===== src/rtl/fetch_unit.sv =====
// fetch_unit: sequential instruction fetch with an in-order response queue.
// Issues word-aligned fetches, tracks in-flight requests, buffers responses
// in a circular queue toward decode, and drops stale responses after a
// redirect by means of a discard counter.
// Optional feature macro: FETCH_ALIGN_CHECK_EN (adds fetch_fault output;
// a misaligned redirect target halts fetch until an aligned redirect).
module fetch_unit #(
  parameter int unsigned     XLEN         = 32,
  parameter logic [XLEN-1:0] RESET_VECTOR = 32'h0000_0000,
  parameter int unsigned     QUEUE_DEPTH  = 4
) (
  input  logic            clk,
  input  logic            rst_n,
  output logic            imem_req_valid,
  input  logic            imem_req_ready,
  output logic [XLEN-1:0] imem_req_addr,
  input  logic            imem_rsp_valid,
  input  logic [XLEN-1:0] imem_rsp_data,
  input  logic            redirect_valid,
  input  logic [XLEN-1:0] redirect_pc,
  output logic            inst_valid,
  input  logic            inst_ready,
  output logic [XLEN-1:0] inst_data,
  output logic [XLEN-1:0] inst_pc
`ifdef FETCH_ALIGN_CHECK_EN
  ,
  output logic            fetch_fault
`endif
);

  localparam int unsigned PW = $clog2(QUEUE_DEPTH);
  localparam int unsigned CW = PW + 1;
  localparam int unsigned SW = CW + 2;

  typedef struct packed {
    logic [XLEN-1:0] pc;
    logic [XLEN-1:0] data;
  } entry_t;

  entry_t          slot_q [QUEUE_DEPTH];

  logic [XLEN-1:0] fetch_pc_q, fetch_pc_d;
  logic [XLEN-1:0] rsp_pc_q,   rsp_pc_d;   // PC of the next live response
  logic [PW-1:0]   wr_ptr_q,   wr_ptr_d;
  logic [PW-1:0]   rd_ptr_q,   rd_ptr_d;
  logic [CW-1:0]   count_q,    count_d;
  logic [CW-1:0]   outst_q,    outst_d;    // live requests awaiting response
  logic [CW-1:0]   discard_q,  discard_d;  // stale responses still to drop

  logic [SW-1:0]   inflight;
  logic [XLEN-1:0] redir_tgt;
  logic            halted;
  logic            req_fire;
  logic            rsp_stale;
  logic            push;
  logic            pop;

  // Redirect targets are always word aligned for the fetch path.
  assign redir_tgt = {redirect_pc[XLEN-1:2], 2'b00};

`ifdef FETCH_ALIGN_CHECK_EN
  logic fault_q, fault_d;
  assign halted      = fault_q;
  assign fetch_fault = fault_q;

  // Fault tracks the alignment of the most recent redirect target.
  always_comb begin
    fault_d = fault_q;
    if (redirect_valid) fault_d = |redirect_pc[1:0];
  end

  // Fault flag register.
  always_ff @(posedge clk or negedge rst_n) begin
    if (!rst_n) fault_q <= 1'b0;
    else        fault_q <= fault_d;
  end
`else
  logic unused_redir_lo;
  assign halted          = 1'b0;
  assign unused_redir_lo = ^redirect_pc[1:0];
`endif

  // Stale responses in flight still occupy memory slots, so they count
  // against the occupancy limit; this also bounds the discard counter.
  assign inflight = SW'(count_q) + SW'(outst_q) + SW'(discard_q);

  assign imem_req_valid = rst_n && !redirect_valid && !halted &&
                          (inflight < SW'(QUEUE_DEPTH));
  assign imem_req_addr  = fetch_pc_q;
  assign req_fire       = imem_req_valid && imem_req_ready;

  assign rsp_stale = redirect_valid || (discard_q != '0);
  assign push      = imem_rsp_valid && !rsp_stale;
  assign inst_valid = (count_q != '0);
  assign pop       = inst_valid && inst_ready;

  assign inst_data = slot_q[rd_ptr_q].data;
  assign inst_pc   = slot_q[rd_ptr_q].pc;

  // Next-state for fetch PC, queue pointers and in-flight bookkeeping.
  always_comb begin
    fetch_pc_d = fetch_pc_q;
    rsp_pc_d   = rsp_pc_q;
    wr_ptr_d   = wr_ptr_q;
    rd_ptr_d   = rd_ptr_q;
    count_d    = count_q;
    outst_d    = outst_q;
    discard_d  = discard_q;
    if (redirect_valid) begin
      // Everything in flight becomes stale; a response landing now is
      // already dropped, so it is not added to the discard count.
      fetch_pc_d = redir_tgt;
      rsp_pc_d   = redir_tgt;
      wr_ptr_d   = '0;
      rd_ptr_d   = '0;
      count_d    = '0;
      outst_d    = '0;
      discard_d  = discard_q + outst_q - CW'(imem_rsp_valid);
    end else begin
      if (req_fire) fetch_pc_d = fetch_pc_q + XLEN'(4);
      if (push) begin
        wr_ptr_d = wr_ptr_q + PW'(1);
        rsp_pc_d = rsp_pc_q + XLEN'(4);
      end
      if (pop) rd_ptr_d = rd_ptr_q + PW'(1);
      count_d   = count_q + CW'(push) - CW'(pop);
      outst_d   = outst_q + CW'(req_fire) - CW'(push);
      discard_d = discard_q - CW'(imem_rsp_valid && (discard_q != '0));
    end
  end

  // Control state registers.
  always_ff @(posedge clk or negedge rst_n) begin
    if (!rst_n) begin
      fetch_pc_q <= RESET_VECTOR;
      rsp_pc_q   <= RESET_VECTOR;
      wr_ptr_q   <= '0;
      rd_ptr_q   <= '0;
      count_q    <= '0;
      outst_q    <= '0;
      discard_q  <= '0;
    end else begin
      fetch_pc_q <= fetch_pc_d;
      rsp_pc_q   <= rsp_pc_d;
      wr_ptr_q   <= wr_ptr_d;
      rd_ptr_q   <= rd_ptr_d;
      count_q    <= count_d;
      outst_q    <= outst_d;
      discard_q  <= discard_d;
    end
  end

  // Queue storage; contents are qualified by count_q so no reset is needed.
  always_ff @(posedge clk) begin
    if (push) slot_q[wr_ptr_q] <= '{pc: rsp_pc_q, data: imem_rsp_data};
  end

endmodule


===== config.mk =====
export PLATFORM = sky130hd
export DESIGN_NAME = fetch_unit
export DESIGN_NICKNAME = d
export VERILOG_FILES = /design/src/rtl/fetch_unit.sv
export SDC_FILE = /design/constraint.sdc
export NUM_CORES = 1
export LEC_CHECK = 0
export BUFFER_PORTS_ARGS = -buffer_cell sky130_fd_sc_hd__buf_2
export CAP_MARGIN = 20
export CORE_ASPECT_RATIO = 0.75
export CORE_UTILIZATION = 62
export CTS_CLUSTER_DIAMETER = 50
export CTS_CLUSTER_SIZE = 12
export DETAILED_ROUTE_END_ITERATION = 12
export GPL_ROUTABILITY_DRIVEN = 0
export GPL_TIMING_DRIVEN = 0
export PLACE_DENSITY_LB_ADDON = 0.25
export SLEW_MARGIN = 20
export SYNTH_ARGS = -nofsm -noshare
export SYNTH_HDL_FRONTEND = slang
export SYNTH_SLANG_ARGS = --single-unit

===== constraint.sdc =====
create_clock -name clk -period 5.5 [get_ports clk]
set_input_delay 1.1 -clock clk [delete_from_list [all_inputs] [get_ports clk]]
set_output_delay 1.1 -clock clk [all_outputs]
set_load 0.05 [all_outputs]

==> impl_metrics.prom <==
# TYPE chip_impl_metric gauge
chip_impl_metric{name="adder_cell_share_of_the_synthesized_area",unit="%"} 2.493
chip_impl_metric{name="timing.fmax",unit="GHz"} 0.2239
chip_impl_metric{name="synth_xor_xnor_area_share",unit="%"} 2.690
chip_impl_metric{name="routed-via-count",unit=""} 8061
chip_impl_info{name="main_combinational_cell_family_by_area_after_synthesis",value="multiplexers"} 1
chip_impl_metric{name="area_growth_syn_to_layout",unit="%"} 17.09
chip_impl_info{name="end_kind",value="output pin"} 1
chip_impl_info{name="hold_path_class",value="input port to asynchronous set/reset pin"} 1
chip_impl_metric{name="post_cts.resized_instances",unit=""} 0
chip_impl_metric{name="die_height",unit="um"} 129.1
chip_impl_metric{name="cellLeakagePower",unit="uW"} 0.005556
chip_impl_metric{name="share_of_the_synthesized_area_in_compound_gates_ao_oa_aoi_oai",unit="%"} 4.856
chip_impl_info{name="cts_tree",value="yes"} 1
chip_impl_metric{name="clkSinkCount",unit=""} 321
chip_impl_metric{name="numCtsBuffers",unit=""} 31
chip_impl_metric{name="layout.cell_area.non_filler",unit="um^2"} 15630
chip_impl_metric{name="tightest_pin_transition",unit="ns"} 0.7485
chip_impl_metric{name="ys_async_sr_fraction",unit="%"} 22.74
chip_impl_metric{name="timing.max_slew.rel_slack",unit="%"} 50.10
chip_impl_info{name="prevailing_post_synth_register_cell",value="edfxtp_1"} 1
chip_impl_metric{name="layout_setup_ws",unit="ns"} 1.035
chip_impl_metric{name="cts_htree_levels",unit=""} 1
chip_impl_metric{name="place_hpwl",unit="um"} 18960
chip_impl_metric{name="pre_cts_slack",unit="ns"} 1.065
chip_impl_metric{name="layout.nets",unit=""} 1095
chip_impl_metric{name="top_level_ports",unit=""} 168
chip_impl_metric{name="post_synth_mux_area_share",unit="%"} 11.01
chip_impl_metric{name="hold_buffers",unit=""} 0
chip_impl_metric{name="setup_viol_count_final",unit=""} 0
chip_impl_info{name="post-synth-top-area-cell",value="edfxtp_1"} 1
chip_impl_metric{name="setup_total_negative_slack",unit="ns"} 0
chip_impl_info{name="timing.rr.end",value="outst_q[2]"} 1
chip_impl_metric{name="library_cells_used_by_synthesis",unit=""} 57
chip_impl_metric{name="avg_vias_per_cell",unit=""} 6.139
chip_impl_info{name="criticalPathCategory",value="flip-flop to output pin"} 1
chip_impl_metric{name="synth_simple_gate_area_share",unit="%"} 7.349
chip_impl_metric{name="n_antenna_cell",unit=""} 0
chip_impl_metric{name="path_max_fanout",unit=""} 10
chip_impl_metric{name="totalWireLength",unit="um"} 29100
chip_impl_metric{name="floorplan.initialDensity",unit="%"} 63.19
chip_impl_metric{name="synth.yosys.warnings",unit=""} 0
chip_impl_info{name="cts_root_buffer",value="clkbuf_16"} 1
chip_impl_metric{name="rows",unit=""} 46
chip_impl_metric{name="worstRegToRegCells",unit=""} 17
chip_impl_info{name="synth.area.top_cells",value="edfxtp_1 56%, dfrtp_1 14%, mux4_2 10%"} 1
chip_impl_metric{name="clk_pin_slew_worst_paths",unit="ns"} 0.06
chip_impl_metric{name="maxCapViolations",unit=""} 0
chip_impl_info{name="yosys-top-cells-count",value="248 x edfxtp_1, 73 x dfrtp_1, 62 x mux4_2"} 1
chip_impl_metric{name="postSynthRegisterBits",unit=""} 321
chip_impl_info{name="yosysMostFrequentCell",value="edfxtp_1"} 1
chip_impl_metric{name="fin_crit",unit="ns"} 4.465
chip_impl_metric{name="syn_area",unit="um^2"} 13350
chip_impl_metric{name="number_of_antenna_violations_at_the_first_check_in_global_routing",unit=""} 0
chip_impl_metric{name="postSynthAreaPerCell",unit="um^2"} 16.66
chip_impl_metric{name="number_of_detailed_route_iterations_in_the_first_pass",unit=""} 5
chip_impl_metric{name="route.detailed.wl_per_inst",unit="um"} 22.16
chip_impl_metric{name="placed_cell_area",unit="um^2"} 14670
chip_impl_metric{name="postCtsSetupBuffers",unit=""} 0
chip_impl_info{name="reg2reg_from",value="outst_q[2]"} 1
chip_impl_metric{name="worst-r2r-setup-slack",unit="ns"} 1.34
chip_impl_metric{name="synth_sequential_area_ratio",unit="%"} 69.48
chip_impl_metric{name="peakVddDrop",unit="mV"} 0.2883
chip_impl_metric{name="final-hold-violation-count",unit=""} 0
chip_impl_metric{name="syn-instance-count",unit=""} 801
chip_impl_metric{name="clock_tree.buffer_depth",unit=""} 3
chip_impl_metric{name="post_synth_edffs",unit=""} 248
chip_impl_info{name="status",value="finished, final reports clean"} 1
chip_impl_metric{name="crit_arrival",unit="ns"} 3.37
chip_impl_metric{name="netlist.area_leader.share",unit="%"} 55.79
chip_impl_metric{name="pd_cells",unit="nW/um^2"} 444.3
chip_impl_metric{name="clock_insertion_delay_worst_skew",unit="ns"} 0.55
chip_impl_metric{name="coreArea",unit="um^2"} 21120
chip_impl_metric{name="grt_pass1_wl",unit="um"} 44930
chip_impl_metric{name="die_area",unit="um^2"} 22130
chip_impl_metric{name="via_count_of_the_first_global_routing_pass",unit=""} 7949
chip_impl_metric{name="cp_data_required_time",unit="ns"} 4.40
chip_impl_metric{name="post-route-drc-count",unit=""} 0
chip_impl_metric{name="worst_clock_skew",unit="ns"} 0.009959
chip_impl_metric{name="drt.antenna.violating_nets",unit=""} 0
chip_impl_metric{name="drt_first_iter_violations",unit=""} 627
chip_impl_metric{name="buffer_ports.inserted",unit=""} 160
chip_impl_metric{name="die_width",unit="um"} 171.4
chip_impl_metric{name="track_usage",unit="%"} 27.24
chip_impl_metric{name="gr-total-overflow",unit=""} 0
chip_impl_info{name="rsz_0062_raised_after_global_routing",value="no"} 1
chip_impl_metric{name="ratio_of_final_minimum_period_to_clock_period",unit="%"} 81.19
chip_impl_metric{name="drive_gt1_share",unit="%"} 28.49
chip_impl_metric{name="slew_viol_final",unit=""} 0
chip_impl_metric{name="grt_max_degree",unit=""} 45
chip_impl_info{name="startpoint_type",value="flip-flop"} 1
-- registers in the layout, indices dropped and copies added, names as in the netlist --
| signal | count |
|---|---|
| count_q | 3 |
| discard_q | 3 |
| imem_req_addr | 30 |
| outst_q | 3 |
| rd_ptr_q | 2 |
| rsp_pc_q | 30 |
| slot_q | 248 |
| wr_ptr_q | 2 |
-- power breakdown --
group	internal [uW]	switching, uW
registers	2750	130
logic	654	1360
clock network	1200	847
-- cell type report --
class / count / area, um^2
tap: 288 / 360.3
buffer: 40 / 177.7
multi-input combinational: 416 / 3826
fill: 1360 / 5494
inverter: 27 / 101.3
clock inverter: 4 / 98.84
timing repair buffer: 165 / 925.9
sequential: 321 / 9274
clock buffer: 52 / 864.6
-- cells in the final DEF (no fill, tap or decap), types with 26 or more instances in the layout --
master     netlist  final
dfrtp_1         73     73
o21ai_0         26     26
nand2_1         54     54
mux4_2          62     62
buf_2           10    169
clkbuf_16        0     31
xnor2_1         29     29
inv_1           26     26
edfxtp_1       248    248
clkbuf_1        21     41
nand3_1         28     28
-- worst max-delay path by stage --
stage,start,end,slack [ns]
global placement,imem_rsp_valid,slot_q[1][28],-0.002
finish,count_q[0],imem_req_valid,1.03
global route,count_q[0],imem_req_valid,0.91
CTS,outst_q[2],imem_req_valid,1.05
floorplan,imem_rsp_valid,slot_q[0][0],1.57
detailed placement,rst_n,outst_q[2],1.06
-- kinds of logic (layout without fill, tap and decap cells) --
family	Yosys count	count (layout)
buf+inv	67	288
other cells	1	4
flops	321	321
mux	69	69
compound gates	91	91
xor+xnor	41	41
simple gates	188	188
fa+ha+maj	23	23
-- worst max-delay path: stages, from the launching register on --
cell	delay [ns]
dfrtp_1	0.41
ha_1	0.30
a21oi_1	0.32
nor2_1	0.10
fa_1	0.40
nor3b_2	0.20
o221ai_1	0.35
clkbuf_1	0.40
nor2_1	0.08
buf_2	0.24
-- stage by stage --
stage | utilization, % | instances | power [uW] | hold slack (ns)
floorplan | - | 804 | 4455 | 0.4892
global placement | 68.74 | 1252 | 4901 | 0.5368
detailed placement | 69.43 | 1257 | 4940 | 0.5333
CTS | 73.99 | 1313 | 6983 | 0.4922
global route | 73.99 | 1313 | 7223 | 0.5208
finish | 73.99 | 1313 | 6943 | 0.4953
-- per-layer routing --
| layer | track usage, % | part of all wire, % | up-vias |
|---|---|---|---|
| li1 | - | - | 3586 |
| met1 | 40.41 | 43 | 4043 |
| met2 | 43.27 | 47 | 395 |
| met3 | 5.681 | 8.8 | 37 |
| met4 | 4.202 | 1.3 | 0 |
| met5 | 0 | 0 | - |
Power figures use the tool's default switching activity.
